<file path="src/rtl/clock_div_monitor.sv">
// Frequency/health monitor for a divided clock, sampled in the clk_in domain.
// Measures each clk_mon half-period, locks after consecutive good intervals, latches faults.
module clock_div_monitor #(
    parameter int CNT_W      = 8,
    parameter int EXP_HALF   = 2,
    parameter int TOL        = 0,
    parameter int LOCK_COUNT = 4,
    parameter int TIMEOUT    = 16,
    parameter int ERR_W      = 8
) (
    input  logic             clk_in,
    input  logic             reset,
    input  logic             en,
    input  logic             clk_mon,
    input  logic             clear_fault,
    output logic             edge_pulse,
    output logic [CNT_W-1:0] half_period,
    output logic             locked,
    output logic             fault,
    output logic [ERR_W-1:0] err_count,
    output logic [1:0]       state
);

    typedef enum logic [1:0] {
        ST_IDLE    = 2'd0,
        ST_ACQUIRE = 2'd1,
        ST_LOCKED  = 2'd2,
        ST_FAULT   = 2'd3
    } state_t;

    localparam logic [CNT_W-1:0] CNT_MAX   = {CNT_W{1'b1}};
    localparam logic [ERR_W-1:0] ERR_MAX   = {ERR_W{1'b1}};
    localparam logic [CNT_W:0]   EXP_V     = (CNT_W+1)'(EXP_HALF);
    localparam logic [CNT_W:0]   TOL_V     = (CNT_W+1)'(TOL);
    localparam logic [CNT_W-1:0] TIMEOUT_V = CNT_W'(TIMEOUT - 1);
    localparam logic [3:0]       LOCK_V    = 4'(LOCK_COUNT);

    // Absolute deviation check, widened by one bit so cnt+1 never wraps.
    function automatic logic in_tol(input logic [CNT_W:0] meas);
        logic [CNT_W:0] dev;
        dev = (meas >= EXP_V) ? (meas - EXP_V) : (EXP_V - meas);
        return (dev <= TOL_V);
    endfunction

    logic             s1_r, s2_r, s3_r;
    logic             edge_s;
    logic [CNT_W-1:0] cnt_r, cnt_next_s;
    logic [3:0]       good_r, good_next_s;
    state_t           state_r, state_next_s;
    logic [CNT_W:0]   meas_s;
    logic [CNT_W-1:0] half_sat_s;
    logic             good_meas_s, timeout_s, fault_entry_s;
    logic             edge_pulse_r, locked_r, fault_r;
    logic [CNT_W-1:0] half_period_r;
    logic [ERR_W-1:0] err_count_r;

    assign edge_s = s2_r ^ s3_r;

    // Interval measurement and timeout detection from the running counter.
    always_comb begin
        meas_s        = {1'b0, cnt_r} + {{CNT_W{1'b0}}, 1'b1};
        half_sat_s    = meas_s[CNT_W] ? CNT_MAX : meas_s[CNT_W-1:0];
        good_meas_s   = in_tol(meas_s);
        timeout_s     = (cnt_r == TIMEOUT_V) && !edge_s;
    end

    // Next-state, good-count and counter logic; disable and fault-clear take priority.
    always_comb begin
        state_next_s = state_r;
        good_next_s  = good_r;
        if (!en || ((state_r == ST_FAULT) && clear_fault)) begin
            state_next_s = ST_IDLE;
            good_next_s  = 4'd0;
        end else if (edge_s || timeout_s) begin
            case (state_r)
                ST_IDLE: begin
                    if (edge_s) begin
                        state_next_s = ST_ACQUIRE;
                        good_next_s  = 4'd0;
                    end else begin
                        state_next_s = ST_FAULT;
                    end
                end
                ST_ACQUIRE: begin
                    if (!edge_s) begin
                        state_next_s = ST_FAULT;
                    end else if (good_meas_s) begin
                        good_next_s = good_r + 4'd1;
                        if ((good_r + 4'd1) == LOCK_V) begin
                            state_next_s = ST_LOCKED;
                        end else begin
                            state_next_s = ST_ACQUIRE;
                        end
                    end else begin
                        good_next_s = 4'd0;
                    end
                end
                ST_LOCKED: begin
                    if (edge_s && good_meas_s) begin
                        state_next_s = ST_LOCKED;
                    end else begin
                        state_next_s = ST_FAULT;
                    end
                end
                ST_FAULT: state_next_s = ST_FAULT;
                default:  state_next_s = ST_IDLE;
            endcase
        end else begin
            state_next_s = state_r;
        end

        if (!en || ((state_r == ST_FAULT) && clear_fault) || edge_s) begin
            cnt_next_s = {CNT_W{1'b0}};
        end else if (cnt_r != CNT_MAX) begin
            cnt_next_s = cnt_r + {{(CNT_W-1){1'b0}}, 1'b1};
        end else begin
            cnt_next_s = cnt_r;
        end

        fault_entry_s = (state_next_s == ST_FAULT) && (state_r != ST_FAULT);
    end

    // Synchroniser, measurement registers, FSM state and status outputs.
    always_ff @(posedge clk_in or posedge reset) begin
        if (reset) begin
            s1_r          <= 1'b0;
            s2_r          <= 1'b0;
            s3_r          <= 1'b0;
            cnt_r         <= {CNT_W{1'b0}};
            good_r        <= 4'd0;
            state_r       <= ST_IDLE;
            edge_pulse_r  <= 1'b0;
            half_period_r <= {CNT_W{1'b0}};
            locked_r      <= 1'b0;
            fault_r       <= 1'b0;
            err_count_r   <= {ERR_W{1'b0}};
        end else begin
            s1_r         <= clk_mon;
            s2_r         <= s1_r;
            s3_r         <= s2_r;
            cnt_r        <= cnt_next_s;
            good_r       <= good_next_s;
            state_r      <= state_next_s;
            edge_pulse_r <= edge_s;
            locked_r     <= (state_next_s == ST_LOCKED);
            fault_r      <= (state_next_s == ST_FAULT);
            if (edge_s) begin
                half_period_r <= half_sat_s;
            end else begin
                half_period_r <= half_period_r;
            end
            if (fault_entry_s && (err_count_r != ERR_MAX)) begin
                err_count_r <= err_count_r + {{(ERR_W-1){1'b0}}, 1'b1};
            end else begin
                err_count_r <= err_count_r;
            end
        end
    end

    assign edge_pulse  = edge_pulse_r;
    assign half_period = half_period_r;
    assign locked      = locked_r;
    assign fault       = fault_r;
    assign err_count   = err_count_r;
    assign state       = state_r;

endmodule

</file>
<file path="config.mk">
export PLATFORM = sky130hd
export DESIGN_NAME = clock_div_monitor
export DESIGN_NICKNAME = d
export VERILOG_FILES = /design/src/rtl/clock_div_monitor.sv
export SDC_FILE = /design/constraint.sdc
export NUM_CORES = 1
export LEC_CHECK = 0
export BUFFER_PORTS_ARGS = -buffer_cell sky130_fd_sc_hd__clkbuf_2
export CAP_MARGIN = 20
export CORE_MARGIN = 1.5
export CORE_UTILIZATION = 56
export DETAILED_ROUTE_END_ITERATION = 6
export HOLD_SLACK_MARGIN = 0.05
export MAX_ROUTING_LAYER = met4
export PLACE_DENSITY = 0.78
export REMOVE_ABC_BUFFERS = 1
export SLEW_MARGIN = 0
export SYNTH_ARGS = -nofsm -noshare
export SYNTH_HDL_FRONTEND = slang
export SYNTH_SLANG_ARGS = --single-unit
</file>
<file path="constraint.sdc">
create_clock -name clk_in -period 4.2 [get_ports clk_in]
set_input_delay 0.42 -clock clk_in [delete_from_list [all_inputs] [get_ports clk_in]]
set_output_delay 0.42 -clock clk_in [all_outputs]
set_load 0.005 [all_outputs]
</file>
==> flow_summary.json, run 1 <==
{
  "drc": 0,
  "cts_setup_buffers": 0,
  "die_w_um": 60.9,
  "synth-seq-area-share_pct": 47.9,
  "dp_worst_setup_slack_ns": 0.746,
  "synth_edf_count": 0,
  "tightest_slew_ns": 0.779,
  "power_frac_comb_pct": 9.0,
  "final_cell_area_um2": 2140,
  "crit_fanout": 10,
  "die_y_um": 60.9,
  "synth_warnings": 0,
  "leakagePower_nw": 1.01,
  "cts_buffers": 5,
  "hpwl_mm": 2.76,
  "top_level_ports": 26,
  "power_density_nw_per_um2": 380,
  "io_buffers": 25,
  "synthesis.area_um2": 1880,
  "netlist.area_leader.share_pct": 47.9,
  "worstSetupPathType": "flop to flop",
  "max-slew-margin-rel_pct": 47.7,
  "first_global_vias": 1423,
  "rsz0062_at_grt": "no",
  "endpoint_kind": "flop",
  "dieArea_um2": 3710,
  "start_util_pct": 60.1,
  "postPlaceCellArea_um2": 2010,
  "drive_above_1_share_pct": 19.6,
  "cts_hold_buf": 0,
  "row_count": 20,
  "fin_cells": 258,
  "setup_tns_ns": 0,
  "synthDistinctLibCells": 44,
  "cp-start-kind": "flop",
  "async_reset_ff_share_pct": 100,
  "p_int_mw": 0.634,
  "dr.first_iter.drc_count": 79,
  "peakVddDrop_mv": 0.299,
  "clock_skew_ns": 0.0147,
  "grtUsageTotal_pct": 24.5,
  "finalPower_mw": 0.815,
  "p_clk_share_pct": 45.0,
  "cap_violations": 0,
  "outcome": "finished, final reports clean",
  "vias": 1502,
  "finalSetupViolCount": 0,
  "htreeDepth": 2,
  "syn_area_per_cell_um2": 9.94,
  "routedWlPerCell_um": 14.8,
  "dp.cells": 250,
  "synth.most_common_cell": "dfrtp_1",
  "drt_first_pass_iters": 4,
  "grt_max_degree": 22,
  "ys_ff_latch": 36,
  "yosys-top-cells-count": "dfrtp_1, nor2_1, nand2_1",
  "cts.sinks": 36,
  "via_per_inst": 5.82,
  "grt_pass1_wl_mm": 6.35,
  "ant_nets": 0,
  "cp.required_ns": 4.44,
  "drv_slew": 0,
  "cts-root-buf": "clkbuf_4",
  "seqPwrFrac_pct": 46.0,
  "fmax_ghz": 0.285,
  "swShare_pct": 22.1,
  "fin_crit_ns": 3.50,
  "nets": 225,
  "diodes": 0,
  "areaGrowthSynthToFinish_pct": 14.0,
  "core-area_um2": 3130,
  "hold_class": "input port to async pin",
  "p_sw_mw": 0.180,
  "grt_antenna_before_repair": 0,
  "finalHoldViolCount": 0,
  "path_clk_slew_ns": 0.12,
  "clockBufferDepth": 2,
  "insertion_delay_ns": 0.36,
  "synth.area.top_cells": "dfrtp_1, ha_1, nor2_1, xor2_1, xnor2_1",
  "grt_overflow_total": 0,
  "arrival_ns": 3.75,
  "fin_crit_sh_pct": 83.4,
  "ctsResizeCount": 0,
  "synth.largest_area_cell": "dfrtp_1",
  "tritoncts": "built",
  "syn_inst": 189,
  "routed_wl_mm": 3.83,
  "synth_top_flop_cell": "dfrtp_1",
  "place_congestion": 0.885,
  "layout_setup_ws_ns": 0.695
}
==> layout by cell type (no fill, tap or decap), types with 8 or more instances in the layout <==
cell and count:
nor4_1 9, inv_1 8, xor2_1 8, nand2_1 14, dfrtp_1 36, nand3_1 8
clkbuf_2 25, o21ai_0 8, nor2_1 19
==> sequential cells by signal, summed over array words and instances, names as in the netlist <==
register     count
half_period      8
good_r           4
edge_pulse       1
s3_r             1
cnt_r            8
s2_r             1
locked           1
state            2
err_count        8
fault            1
s1_r             1
==> worst max-delay path, stage by stage, from the launching register on <==
cell and delay (ns):
dfrtp_1 0.48, ha_1 0.31, xnor2_1 0.35, ha_1 0.27, xnor2_1 0.10, mux2_1 0.33
nor4_2 0.14, o2111ai_1 0.20, o21a_1 0.32, or4b_4 0.59, mux2_4 0.31
==> power by group through the flow <==
stage | Sequential (mW) | Combinational, mW | Clock (mW)
2_1_floorplan | 0.380 | 0.0454 | 0
3_3_place_gp | 0.379 | 0.0714 | 0
3_5_place_dp | 0.381 | 0.0740 | 0
4_1_cts | 0.374 | 0.0747 | 0.373
5_1_grt | 0.377 | 0.0837 | 0.384
6_report | 0.375 | 0.0736 | 0.367
==> per-stage QoR <==
stage | util, % | hold WS [ns]
final | 68.5 | 0.0861
after CTS | 68.5 | 0.105
after global routing | 68.5 | 0.145
after detailed placement | 64.4 | 0.343
after floorplan | - | 0.331
after global placement | 64.4 | 0.340
==> final cells by class <==
cell class	instances	area, um2
Multi-Input combinational cell	136	896
Sequential cell	36	901
Tap cell	44	55.1
Inverter	8	30.0
Timing Repair Buffer	26	133
Clock inverter	3	90.1
Clock buffer	5	37.5
Fill cell	238	986
==> cells by family (layout without fill, tap and decap cells) <==
| kind of cell | after synthesis | in the layout | share of synthesized area [%] |
|---|---|---|---|
| DFF | 36 | 36 | 47.9 |
| AOI/OAI and AO/OA | 28 | 28 | 10.3 |
| xor gates and xnor gates | 15 | 15 | 6.99 |
| adders and majority gates | 7 | 7 | 4.66 |
| muxes | 4 | 4 | 2.53 |
| buffers and inverters | 17 | 42 | 4.39 |
| and+or+nand+nor | 82 | 82 | 23.2 |
==> layer usage <==
metal	vias to the layer above	GRT usage, %	part of all wire (%)
met3	12	6.40	4.3
met4	0	9.63	2.0
li1	722	-	-
met1	727	28.2	43
met5	-	-	0
met2	41	40.9	51
==> final timing paths <==
kind	from	endpoint	slack, ns	cells past startpoint
hold / removal	reset	half_period[0]	0.09	2
max in group asynchronous	reset	err_count[1]	3.40	3
setup / recovery	cnt_r[0]	err_count[1]	0.70	10
setup reg to reg	cnt_r[0]	err_count[1]	0.70	10
hold reg to reg	s1_r	s2_r	0.37	0
min in group clk_in	clk_mon	s1_r	0.16	1
(Power assumes the default switching activity.)
==> inputs of run 2 (changes only) <==
--- a/config.mk
+++ b/config.mk
@@ -8,11 +8,11 @@
 export BUFFER_PORTS_ARGS = -buffer_cell sky130_fd_sc_hd__clkbuf_2
 export CAP_MARGIN = 20
 export CORE_MARGIN = 1.5
-export CORE_UTILIZATION = 56
+export CORE_UTILIZATION = 51
 export DETAILED_ROUTE_END_ITERATION = 6
 export HOLD_SLACK_MARGIN = 0.05
 export MAX_ROUTING_LAYER = met4
-export PLACE_DENSITY = 0.78
+export PLACE_DENSITY = 0.75
 export REMOVE_ABC_BUFFERS = 1
 export SLEW_MARGIN = 0
 export SYNTH_ARGS = -nofsm -noshare
==> constraint.sdc (replaced) <==
create_clock -name clk_in -period 3.2 [get_ports clk_in]
set_input_delay 0.32 -clock clk_in [delete_from_list [all_inputs] [get_ports clk_in]]
set_output_delay 0.32 -clock clk_in [all_outputs]
set_load 0.005 [all_outputs]
==> run 2 against run 1 <==
Sequential power increased by 31%. Non-clock buffer count increased by 8. Sequential cell count unchanged. Final area increased by 3.6%. Die area increased by 9.3%. Count of clock-buffer cells in the layout increased by 1. Power increased by 12%. Hold slack improved by 0.0043 ns. Via count increased by 2.9%. Maximum frequency increased by 12%.
==> flow_summary.json, run 2 (same netlist as run 1, synthesis figures left out) <==
{
  "row_count": 21,
  "top_level_ports": 26,
  "seq_area_um2": 903,
  "timing.reg2reg.setup_slack_ns": 0.08,
  "dr.first_iter.drc_count": 134,
  "grt_overflow_total": 0,
  "clockBufferDepth": 2,
  "io_buffers": 25,
  "p_int_mw": 0.670,
  "insertion_delay_ns": 0.29,
  "p_sw_mw": 0.245,
  "vias": 1546,
  "grt_max_degree": 20,
  "swShare_pct": 26.8,
  "power_frac_comb_pct": 12.6,
  "cp.required_ns": 3.38,
  "peakVddDrop_mv": 0.311,
  "first_global_vias": 1549,
  "dp_worst_setup_slack_ns": 0.0330,
  "clock_skew_ns": 0.0108,
  "use_met1_pct": 29.4,
  "nets": 233,
  "routed_wl_mm": 4.34,
  "n_fill_cell": 289,
  "cts_buffers": 5,
  "layout_setup_ws_ns": 0.0843,
  "areaGrowthSynthToFinish_pct": 18.0,
  "finalSetupViolCount": 0,
  "postPlaceCellArea_um2": 2060,
  "drt_first_pass_iters": 4,
  "worstReg2RegStart": "cnt_r[1]",
  "cp-start-kind": "flop",
  "cts_hold_buf": 0,
  "fin_crit_sh_pct": 97.4,
  "cts.sinks": 36,
  "arrival_ns": 3.29,
  "dieArea_um2": 4060,
  "place_congestion": 0.855,
  "tightest_slew_ns": 0.851,
  "startpoint": "cnt_r[1]",
  "hold_class": "input port to async pin",
  "drive_above_1_share_pct": 25.8,
  "p_clk_share_pct": 33.5,
  "use_met2_pct": 37.9,
  "fmax_ghz": 0.321,
  "finalHoldViolCount": 0,
  "grt_busiest_layer": "met2",
  "path_clk_slew_ns": 0.07,
  "cts-root-buf": "clkbuf_8",
  "reg2regPathDepth": 11,
  "endpoint_kind": "flop",
  "via_per_inst": 5.79,
  "worstSetupPathType": "flop to flop",
  "layout_commonest_cell": "dfrtp_1",
  "start_util_pct": 54.6,
  "seqPwrFrac_pct": 53.8,
  "drv_slew": 0,
  "final_cell_area_um2": 2220,
  "grtUsageMet3_pct": 5.54,
  "crit_fanout": 5,
  "grt_pass1_wl_mm": 7.16,
  "routedWlPerCell_um": 16.3,
  "die_w_um": 63.7,
  "final_cell_mix": "dfrtp_1, clkbuf_2, nor2_1, nand2_1",
  "drc": 0,
  "ant_nets": 0,
  "die_y_um": 63.7,
  "fin_crit_ns": 3.12,
  "grt_antenna_before_repair": 0,
  "leakagePower_nw": 1.03,
  "hpwl_mm": 3.04,
  "power_density_nw_per_um2": 412,
  "core-area_um2": 3440,
  "grtUsageTotal_pct": 23.4,
  "cap_violations": 0,
  "multiInputGateArea_um2": 957,
  "outcome": "finished, final reports clean",
  "htreeDepth": 2,
  "max-slew-margin-rel_pct": 42.9,
  "regToRegEndpoint": "err_count[1]",
  "diodes": 0,
  "tritoncts": "built"
}
-- run 2: final cells by class --
cell class / count / share of cell area [%]
multi-input combinational: 136 / 43.1
sequential: 36 / 40.7
timing repair buffer: 34 / 8.69
clock buffer: 6 / 3.27
tap: 46 / 2.59
inverter: 8 / 1.35
clock inverter: 1 / 0.226
-- run 2: through the flow --
step / TNS [ns] / utilization (%) / instances / hold slack (ns) / total power [mW]
2_1_floorplan: 0 / - / 180 / 0.331 / 0.558
3_3_place_gp: 0 / 59.9 / 258 / 0.337 / 0.597
3_5_place_dp: 0 / 59.9 / 258 / 0.335 / 0.604
4_1_cts: 0 / 62.2 / 265 / 0.126 / 0.904
5_1_grt: -0.0364 / 64.4 / 267 / 0.126 / 0.959
6_report: 0 / 64.4 / 267 / 0.0904 / 0.915
-- run 2: how the worst max path moves through the flow --
stage	slack [ns]	depth (start not counted)	to
6_report	0.08	11	err_count[1]
2_1_floorplan	0.05	10	err_count[1]
3_3_place_gp	0.12	11	err_count[1]
4_1_cts	0.007	11	err_count[1]
5_1_grt	-0.04	11	err_count[1]
3_5_place_dp	0.03	11	err_count[1]
-- run 2: power groups by stage --
stage	Combinational [mW]	Clock [mW]	Sequential, mW
after floorplan	0.0597	0	0.498
after detailed placement	0.105	0	0.500
after global routing	0.129	0.334	0.495
after global placement	0.0990	0	0.498
after CTS	0.105	0.308	0.491
final	0.116	0.307	0.492
-- run 2: what timing repair did --
| action | in CTS | in global routing |
|---|---|---|
| endpoints found under the setup margin | 0 | 1 |
| buffers inserted | 0 | 2 |
| gates resized for setup | 0 | 12 |
-- run 2: critical path, cell delays in order, from the launching register on --
cell and delay (ns):
dfrtp_2 0.47, ha_4 0.19, xnor2_2 0.14, buf_4 0.15
ha_1 0.27, inv_1 0.07, o2111ai_1 0.16, a221oi_2 0.29
o2111ai_2 0.17, o21a_1 0.23, or4b_4 0.56, mux2_4 0.31
-- run 2: layer usage --
metal,up-vias,wire (um)
met5,-,0
met4,0,76
met2,59,2220
met1,738,1810
li1,738,-
met3,11,242
